`config.mk`:
```
export PLATFORM = sky130hd
export DESIGN_NAME = svreal_add_responder
export DESIGN_NICKNAME = d
export VERILOG_FILES = /design/src/rtl/svreal_add_pkg.sv /design/src/rtl/svreal_sync_fifo.sv /design/src/rtl/svreal_add_responder.sv
export SDC_FILE = /design/constraint.sdc
export NUM_CORES = 1
export LEC_CHECK = 0
export CAP_MARGIN = 20
export CORE_UTILIZATION = 55
export CTS_CLUSTER_SIZE = 8
export DETAILED_ROUTE_END_ITERATION = 10
export HOLD_SLACK_MARGIN = 0.08
export PLACE_DENSITY = 0.77
export SYNTH_ARGS = -nofsm -noshare
export SYNTH_HDL_FRONTEND = slang
export SYNTH_SLANG_ARGS = --single-unit
```
`constraint.sdc`:
```
create_clock -name clk -period 3.4 [get_ports clk]
set_input_delay 1.02 -clock clk [delete_from_list [all_inputs] [get_ports clk]]
set_output_delay 1.02 -clock clk [all_outputs]
set_load 0.1 [all_outputs]
```
`src/rtl/svreal_add_pkg.sv`:
```
// Shared types and elaboration-time helpers for the svreal fixed-point adder.
package svreal_add_pkg;

  localparam int CALC_W = 64;

  typedef logic signed [CALC_W-1:0] calc_t;

  // S1 -> S2 stage: operands already aligned to the common exponent
  typedef struct packed {
    logic  valid;
    calc_t a;
    calc_t b;
  } s1_t;

  function automatic int exp_min(input int x, input int y, input int z);
    int m;
    m = (x < y) ? x : y;
    return (m < z) ? m : z;
  endfunction

  function automatic int aligned_width(input int w, input int e, input int emin);
    return w + e - emin;
  endfunction

  function automatic calc_t sat_max(input int w);
    return (calc_t'(1) <<< (w - 1)) - calc_t'(1);
  endfunction

  function automatic calc_t sat_min(input int w);
    return -(calc_t'(1) <<< (w - 1));
  endfunction

  // Half-LSB bias for a right shift of sh bits; zero when nothing is shifted out
  function automatic calc_t round_bias(input int sh);
    if (sh > 0) begin
      return calc_t'(1) <<< (sh - 1);
    end else begin
      return calc_t'(0);
    end
  endfunction

endpackage

```
`src/rtl/svreal_sync_fifo.sv`:
```
// Synchronous FIFO with combinational head read and async active-high reset.
module svreal_sync_fifo #(
  parameter int WIDTH = 18,
  parameter int DEPTH = 4
) (
  input  logic                       clk,
  input  logic                       rst,
  input  logic                       push,
  input  logic [WIDTH-1:0]           din,
  input  logic                       pop,
  output logic [WIDTH-1:0]           dout,
  output logic [$clog2(DEPTH):0]     count,
  output logic                       full,
  output logic                       empty
);

  localparam int PTR_W = $clog2(DEPTH);
  localparam int CNT_W = PTR_W + 1;

  logic [WIDTH-1:0] mem [DEPTH];
  logic [PTR_W-1:0] wr_ptr;
  logic [PTR_W-1:0] rd_ptr;
  logic [CNT_W-1:0] count_r;
  logic             do_push;
  logic             do_pop;

  assign full    = (count_r == CNT_W'(DEPTH));
  assign empty   = (count_r == CNT_W'(0));
  assign do_pop  = pop && !empty;
  // A push into a full FIFO is only legal when the head leaves in the same cycle
  assign do_push = push && (!full || pop);
  assign dout    = mem[rd_ptr];
  assign count   = count_r;

  // Storage array
  always_ff @(posedge clk) begin
    if (do_push) begin
      mem[wr_ptr] <= din;
    end
  end

  // Pointers and occupancy; pointers wrap naturally at the power-of-2 depth
  always_ff @(posedge clk or posedge rst) begin
    if (rst) begin
      wr_ptr  <= '0;
      rd_ptr  <= '0;
      count_r <= '0;
    end else begin
      if (do_push) wr_ptr <= wr_ptr + PTR_W'(1);
      if (do_pop)  rd_ptr <= rd_ptr + PTR_W'(1);
      case ({do_push, do_pop})
        2'b10:   count_r <= count_r + CNT_W'(1);
        2'b01:   count_r <= count_r - CNT_W'(1);
        default: count_r <= count_r;
      endcase
    end
  end

endmodule

```
`src/rtl/svreal_add_responder.sv`:
```
// Fixed-point c = a + b with align/add/requantize pipeline and credit-based output FIFO.
// Optional macro SVREAL_ADD_ROUND_EN: round half-up on the requantizing right shift.
module svreal_add_responder
  import svreal_add_pkg::*;
#(
  parameter int A_WIDTH    = 16,
  parameter int A_EXP      = -8,
  parameter int B_WIDTH    = 17,
  parameter int B_EXP      = -9,
  parameter int C_WIDTH    = 18,
  parameter int C_EXP      = -10,
  parameter int FIFO_DEPTH = 4
) (
  input  logic               clk,
  input  logic               rst,
  input  logic               in_valid,
  output logic               in_ready,
  input  logic [A_WIDTH-1:0] a_value,
  input  logic [B_WIDTH-1:0] b_value,
  output logic               out_valid,
  input  logic               out_ready,
  output logic [C_WIDTH-1:0] c_value,
  output logic               ovf,
  input  logic               clr_ovf
);

  localparam int E      = exp_min(A_EXP, B_EXP, C_EXP);
  localparam int SH_A   = A_EXP - E;
  localparam int SH_B   = B_EXP - E;
  localparam int SH_C   = C_EXP - E;
  localparam int A_AL_W = aligned_width(A_WIDTH, A_EXP, E);
  localparam int B_AL_W = aligned_width(B_WIDTH, B_EXP, E);
  localparam int CNT_W  = $clog2(FIFO_DEPTH) + 1;
  localparam calc_t C_MAX = sat_max(C_WIDTH);
  localparam calc_t C_MIN = sat_min(C_WIDTH);
`ifdef SVREAL_ADD_ROUND_EN
  localparam calc_t RND = round_bias(SH_C);
`else
  localparam calc_t RND = calc_t'(0);
`endif

  s1_t                 s1_r;
  logic signed [A_AL_W-1:0] a_al_s;
  logic signed [B_AL_W-1:0] b_al_s;
  calc_t               sum_s;
  calc_t               shifted_s;
  logic [C_WIDTH-1:0]  c_next_s;
  logic                sat_s;
  logic                in_fire_s;
  logic                out_fire_s;
  logic [C_WIDTH-1:0]  fifo_dout;
  logic [CNT_W-1:0]    fifo_count;
  logic                fifo_full;
  logic                fifo_empty;
  logic [CNT_W:0]      credit_s;
  logic [C_WIDTH-1:0]  last_r;

  assign a_al_s     = A_AL_W'(signed'(a_value)) <<< SH_A;
  assign b_al_s     = B_AL_W'(signed'(b_value)) <<< SH_B;
  assign in_fire_s  = in_valid && in_ready;
  assign out_fire_s = out_valid && out_ready;
  // Buffered plus in-flight results must never exceed FIFO space
  assign credit_s   = {1'b0, fifo_count} + {{CNT_W{1'b0}}, s1_r.valid};
  assign in_ready   = (credit_s < (CNT_W + 1)'(FIFO_DEPTH));
  assign out_valid  = !fifo_empty;
  assign c_value    = fifo_empty ? last_r : fifo_dout;

  // S1: capture operands aligned to the common exponent
  always_ff @(posedge clk or posedge rst) begin
    if (rst) begin
      s1_r <= '0;
    end else begin
      s1_r.valid <= in_fire_s;
      if (in_fire_s) begin
        s1_r.a <= calc_t'(a_al_s);
        s1_r.b <= calc_t'(b_al_s);
      end
    end
  end

  // S2: exact add, requantize to c's exponent, saturate
  always_comb begin
    sum_s     = s1_r.a + s1_r.b + RND;
    shifted_s = sum_s >>> SH_C;
    if (shifted_s > C_MAX) begin
      c_next_s = C_MAX[C_WIDTH-1:0];
      sat_s    = 1'b1;
    end else if (shifted_s < C_MIN) begin
      c_next_s = C_MIN[C_WIDTH-1:0];
      sat_s    = 1'b1;
    end else begin
      c_next_s = shifted_s[C_WIDTH-1:0];
      sat_s    = 1'b0;
    end
  end

  svreal_sync_fifo #(
    .WIDTH (C_WIDTH),
    .DEPTH (FIFO_DEPTH)
  ) u_fifo (
    .clk   (clk),
    .rst   (rst),
    .push  (s1_r.valid),
    .din   (c_next_s),
    .pop   (out_fire_s),
    .dout  (fifo_dout),
    .count (fifo_count),
    .full  (fifo_full),
    .empty (fifo_empty)
  );

  // Sticky overflow flag; a new saturation beats a clear in the same cycle
  always_ff @(posedge clk or posedge rst) begin
    if (rst) begin
      ovf <= 1'b0;
    end else if (s1_r.valid && sat_s) begin
      ovf <= 1'b1;
    end else if (clr_ovf) begin
      ovf <= 1'b0;
    end else begin
      ovf <= ovf;
    end
  end

  // Holds the most recently popped result so c_value is stable while empty
  always_ff @(posedge clk or posedge rst) begin
    if (rst) begin
      last_r <= '0;
    end else if (out_fire_s) begin
      last_r <= fifo_dout;
    end else begin
      last_r <= last_r;
    end
  end

endmodule
```
After elaboration in Yosys (flattened, before gate mapping)
Memory sizes are Yosys's and may differ from the RTL's.
Cells that the tools add are included.
Storage, ports and cells
  register bits after elaboration: 60
  RAM bits: 72
  input port bits: 38
  output and inout port bits: 21
  memories kept: 1
Memories
  u_fifo.mem: depth 4, width 18, read ports 1, clocked after memory_dff 0, write ports 1, RTL line svreal_sync_fifo.sv:20  | logic [WIDTH-1:0] mem [DEPTH];
Cells by class
  add/subtract/negate cells: 6
  order comparisons: 3
  eq/ne operators: 3
  muxes and demuxes: 10
  reductions and logical operators: 11
Operator list (count)
  18-bit two-way mux: 3
  18-bit by 18-bit adder with 19-bit output: 1
  19-bit by 18-bit > comparator with 1-bit output (second input constant): 1
  19-bit by 18-bit less-than comparator with 1-bit output (second input constant): 1
  1-bit two-way mux: 6
  3-bit one-hot mux with 2 select lines: 1
  1-bit logical AND: 5
  2-bit by 1-bit adder with 2-bit output (second input constant): 2
  3-bit by 1-bit adder with 4-bit output: 1
  4-bit by 3-bit less-than comparator with 1-bit output (second input constant): 1
  2-bit nonzero test: 2
  3-bit by 1-bit adder with 3-bit output (second input constant): 1
  3-bit == test (second input constant): 1
  3-bit logical NOT: 1
  3-bit by 1-bit subtractor with 3-bit output (second input constant): 1
  2-bit by 1-bit == test with 1-bit output (second input constant): 1
  2-bit == test (second input constant): 1
  1-bit logical NOT: 2
  1-bit logical OR: 1

Logic depth before layout (Yosys ltp)
  depth in word-level cells: 7
  gate-level depth with buffers: 12
  mapped depth without buffers: 12

By module
A second synthesis with hierarchy kept.
Second synthesis, totals
  cell total of the unflattened synthesis: 421
  area total of the unflattened synthesis: 6309.8 um2
By module, submodules not included
  svreal_add_responder: instances 1, cells an instance 288, area an instance 3280.6 um2
  svreal_sync_fifo: instances 1, cells an instance 133, area an instance 3029.2 um2

Worst setup path before layout
Ideal clock, no wire load.
  path kind: register to output
  start point: register u_fifo.count_r[0] (netlist: u_fifo.count[0])
  end point: output c_value[10]
  arrival: 2.688 ns
  data required time: 2.380 ns
  setup slack: -0.308 ns
  cell stages (with the launch flop): 6
  path buffers: 2
  cells stage by stage: dfrtp_1 inv_1 nand3_1 clkbuf_1 buf_1 mux2_2
On the way
  longest elaborated chain between the ends: 2
RTL lines
  start: declaration: RTL line svreal_sync_fifo.sv:23  | logic [CNT_W-1:0] count_r;
  start signal: assignment: RTL line svreal_sync_fifo.sv:52  | 2'b10: count_r <= count_r + CNT_W'(1);
  start signal: assignment: RTL line svreal_sync_fifo.sv:53  | 2'b01: count_r <= count_r - CNT_W'(1);
  start signal: assignment: RTL line svreal_sync_fifo.sv:54  | default: count_r <= count_r;
  3-bit logical NOT: RTL line svreal_sync_fifo.sv:28  | assign empty = (count_r == CNT_W'(0));
  18-bit two-way mux: RTL line svreal_add_responder.sv:66  | assign c_value = fifo_empty ? last_r : fifo_dout;
  end: declaration: RTL line svreal_add_responder.sv:22  | output logic [C_WIDTH-1:0] c_value,
Every way passes these cells.

Final worst setup path
  start point: register u_fifo.rd_ptr[0]
  end point: output c_value[16]
On the way
  longest elaborated chain between the ends: 2
RTL lines
  start: declaration: RTL line svreal_sync_fifo.sv:22  | logic [PTR_W-1:0] rd_ptr;
  start signal: assignment: RTL line svreal_sync_fifo.sv:50  | if (do_pop) rd_ptr <= rd_ptr + PTR_W'(1);
  memory read 4 x 18 bit
  18-bit two-way mux: RTL line svreal_add_responder.sv:66
Every way passes these cells.

==> results.yml <==
clocking:
  post_cts_buffers: 0
  h-tree-depth: 4
  cts_resized: 0
  cts_made_buffers: 17
  clk_pin_slew_ns: 0.05
  clock_sinks: 132
  cts_tree: "built"
  clk_path_buf_depth: 2
  root_buffer: "clkbuf_8"
  clock_latency_ns: 0.52
  hold_buffers: 0
routing:
  dr.first_iter.drc_count: 158
  first_pass_iters: 4
  viasPerCell: 5.592
  post-route-drc-count: 0
  wl_per_cell_um: 17.60
  routed_wl_um: 11090
  via_count: 3523
  detail-route-antenna-nets: 0
critical_path:
  required_ns: 2.38
  cp.depth: 4
  cp_data_arrival_time_ns: 2.20
  critPathBufInv: 2
  cp-endpoint: "c_value[16]"
  r2r-start: "s1_r[2]$_DFFE_PP0P_"
  critPathTopFamily: "multiplexers"
  cp-end-kind: "output pin"
  critical-path-slowest-cell: "mux4_2"
  regToRegSetupSlack_ns: 0.34
  worstSetupStartpointType: "register"
  criticalPathCategory: "reg2out"
  reg2regPathDepth: 11
  crit_chain: "buf_6 -> mux4_2 -> mux2_2 -> buf_12"
  rr_endpoint: "u_fifo.mem[0][4]$_DFFE_PP_"
  cp_slowest_stage_delay_ns: 0.59
  critical_path.startpoint: "u_fifo.rd_ptr[0]$_DFFE_PP0P_"
  worstPathMaxFanout: 20
layout:
  nets: 540
  diodes: 0
  multiInputGateArea_um2: 2362
  regArea_um2: 3664
  drive_above_1_share_pct: 33.06
  area_growth_pct: 25.30
  n_fill_cell: 696
synth:
  ys_seq_elements: 132
  async_flop_share_pct: 45.45
  syn_inst: 406
  synthesis.area_um2: 6152
  synthesis.nets: 469
  synth_cell_types: 43
  synth_edf_count: 72
  postSynthAreaPerCell_um2: 15.15
  synth_ff_type: "edfxtp_1"
  ys_warn_count: 0
  yosysSeqAreaShare_pct: 59.55
worst_hold_path:
  hold_depth: 1
  hold_path_class: "reg2reg"
die:
  die_area_um2: 11610
  core_area_um2: 10890
  die_h_um: 107.8
  io_pins: 59
  die_x_um: 107.8
  start_util_pct: 56.50
  num_rows: 38
sta:
  timing.final.crit_share_pct: 94.74
  setup_viol: 0
  maxSlewHeadroom_pct: 54.51
  rsz0062_at_grt: "no"
  skew_ns: 0.01333
  hold_slack_ns: 0.4996
  tns_ns: 0
  finalHoldViolCount: 0
  worst_pin_slew_ns: 0.6814
  max_freq_mhz: 310.4
  drv_slew: 0
  min_period_ns: 3.221
outcome:
  outcome: "complete, no violations"
global_routing:
  grt_antenna_before_repair: 0
  gr-usage-all-layers_pct: 21.44
  grt_pass1_vias: 3821
  grt_pass1_wl_um: 18420
  grt-ovfl-total: 0
  grt_start_max_net_pins: 33
placed_design:
  hpwlAfterDp_um: 7493
  port-buffer-count: 58
  place_congestion: 0.8588
flow_run:
  drv_cap: 0
-- logic make-up (layout without fill, tap and decap cells) --
group	Yosys count	after routing	share of synthesized area [%]
DFF	132	132	59.55
adders and majority gates	25	25	5.329
AOI/OAI and AO/OA	64	64	7.200
muxes	87	87	19.26
and+or+nand+nor	46	46	3.844
xor gates and xnor gates	18	18	2.563
buffers and inverters	34	118	2.257
-- cells in the final DEF, fill, tap and decap left out, types with 3 or more instances in the layout --
cell | Yosys | final
edfxtp_1 | 72 | 72
mux2_2 | 67 | 67
dfrtp_1 | 60 | 60
clkdlybuf4s50_1 | 0 | 37
ha_1 | 23 | 22
buf_12 | 0 | 20
clkbuf_16 | 0 | 19
mux4_2 | 18 | 18
nand2_1 | 17 | 17
inv_1 | 17 | 16
o21ai_0 | 15 | 13
a21oi_1 | 13 | 13
buf_4 | 0 | 10
xnor2_1 | 9 | 9
xor2_1 | 9 | 9
a21o_1 | 8 | 8
o21ai_2 | 8 | 8
nor2_1 | 6 | 6
nand3_1 | 5 | 5
and2_1 | 5 | 5
o21a_1 | 4 | 4
clkbuf_1 | 7 | 4
a31oi_1 | 3 | 3
nand2b_1 | 3 | 3
o21ai_1 | 1 | 3
nor2b_1 | 3 | 3
clkinv_2 | 0 | 3
-- Yosys cell counts, types with 2 or more instances --
| master | n | share of area [%] |
|---|---|---|
| ha_1 | 23 | 4.7 |
| nand2b_1 | 3 | 0.31 |
| xor2_1 | 9 | 1.3 |
| fa_1 | 2 | 0.65 |
| dfrtp_1 | 60 | 24 |
| a21o_1 | 8 | 0.98 |
| buf_2 | 3 | 0.24 |
| mux4_2 | 18 | 6.6 |
| xnor2_1 | 9 | 1.3 |
| a31oi_1 | 3 | 0.31 |
| a211oi_1 | 2 | 0.24 |
| and2_1 | 5 | 0.51 |
| and4_1 | 2 | 0.28 |
| o21ai_2 | 8 | 1.1 |
| buf_1 | 5 | 0.31 |
| edfxtp_1 | 72 | 35 |
| nand3_1 | 5 | 0.41 |
| inv_1 | 17 | 1.0 |
| nand2_1 | 17 | 1.0 |
| nor2_1 | 6 | 0.37 |
| o21ai_0 | 15 | 1.2 |
| a21oi_1 | 13 | 1.1 |
| and3_1 | 2 | 0.20 |
| o31ai_1 | 2 | 0.24 |
| mux2_2 | 67 | 12 |
| a32oi_1 | 2 | 0.28 |
| nor2b_1 | 3 | 0.31 |
| clkbuf_1 | 7 | 0.43 |
| o21a_1 | 4 | 0.49 |
-- flip-flops by register name (all words and copies together) (netlist names) --
register,cells
u_fifo.mem,72
s1_r,34
last_r,18
u_fifo.count,3
u_fifo.rd_ptr,2
u_fifo.wr_ptr,2
ovf,1
-- final cells by class --
| class | count | share of cell area, % |
|---|---|---|
| Clock buffer | 25 | 6.720 |
| Multi-Input combinational cell | 240 | 30.64 |
| Sequential cell | 132 | 47.52 |
| Timing Repair Buffer | 68 | 11.12 |
| Clock inverter | 7 | 0.8440 |
| Inverter | 18 | 0.8765 |
| Tap cell | 140 | 2.272 |
-- layer usage --
metal	track usage, %	share of wire (%)	up-vias	wire length [um]
met5	0	0	-	0
met4	7.926	1.3	0	148
li1	-	-	1663	-
met3	5.206	3.6	12	397
met1	26.33	44	1758	4831
met2	36.72	52	90	5710
-- worst min-delay path by stage --
| stage | start | endpoint | slack (ns) |
|---|---|---|---|
| floorplan | last_r[17]$_DFFE_PP0P_ | last_r[17]$_DFFE_PP0P_ | 0.48 |
| global route | last_r[8]$_DFFE_PP0P_ | last_r[8]$_DFFE_PP0P_ | 0.52 |
| CTS | last_r[8]$_DFFE_PP0P_ | last_r[8]$_DFFE_PP0P_ | 0.50 |
| finish | last_r[8]$_DFFE_PP0P_ | last_r[8]$_DFFE_PP0P_ | 0.50 |
| global placement | last_r[6]$_DFFE_PP0P_ | last_r[6]$_DFFE_PP0P_ | 0.49 |
| detailed placement | last_r[8]$_DFFE_PP0P_ | last_r[8]$_DFFE_PP0P_ | 0.49 |
-- metrics by stage --
| stage | instances | setup slack (ns) | instance area, um2 | util (%) |
|---|---|---|---|---|
| global route | 630 | 0.04652 | 7709 | 70.80 |
| floorplan | 406 | 0.1791 | 6160 | - |
| detailed placement | 598 | 0.1633 | 7109 | 65.30 |
| global placement | 598 | 0.3639 | 7109 | 65.30 |
| CTS | 630 | 0.05633 | 7692 | 70.65 |
| finish | 630 | 0.1788 | 7709 | 70.80 |
Power is left out: the tool's default activity adds up to more than one toggle a clock period on the data nets, which glitch-free logic cannot reach.
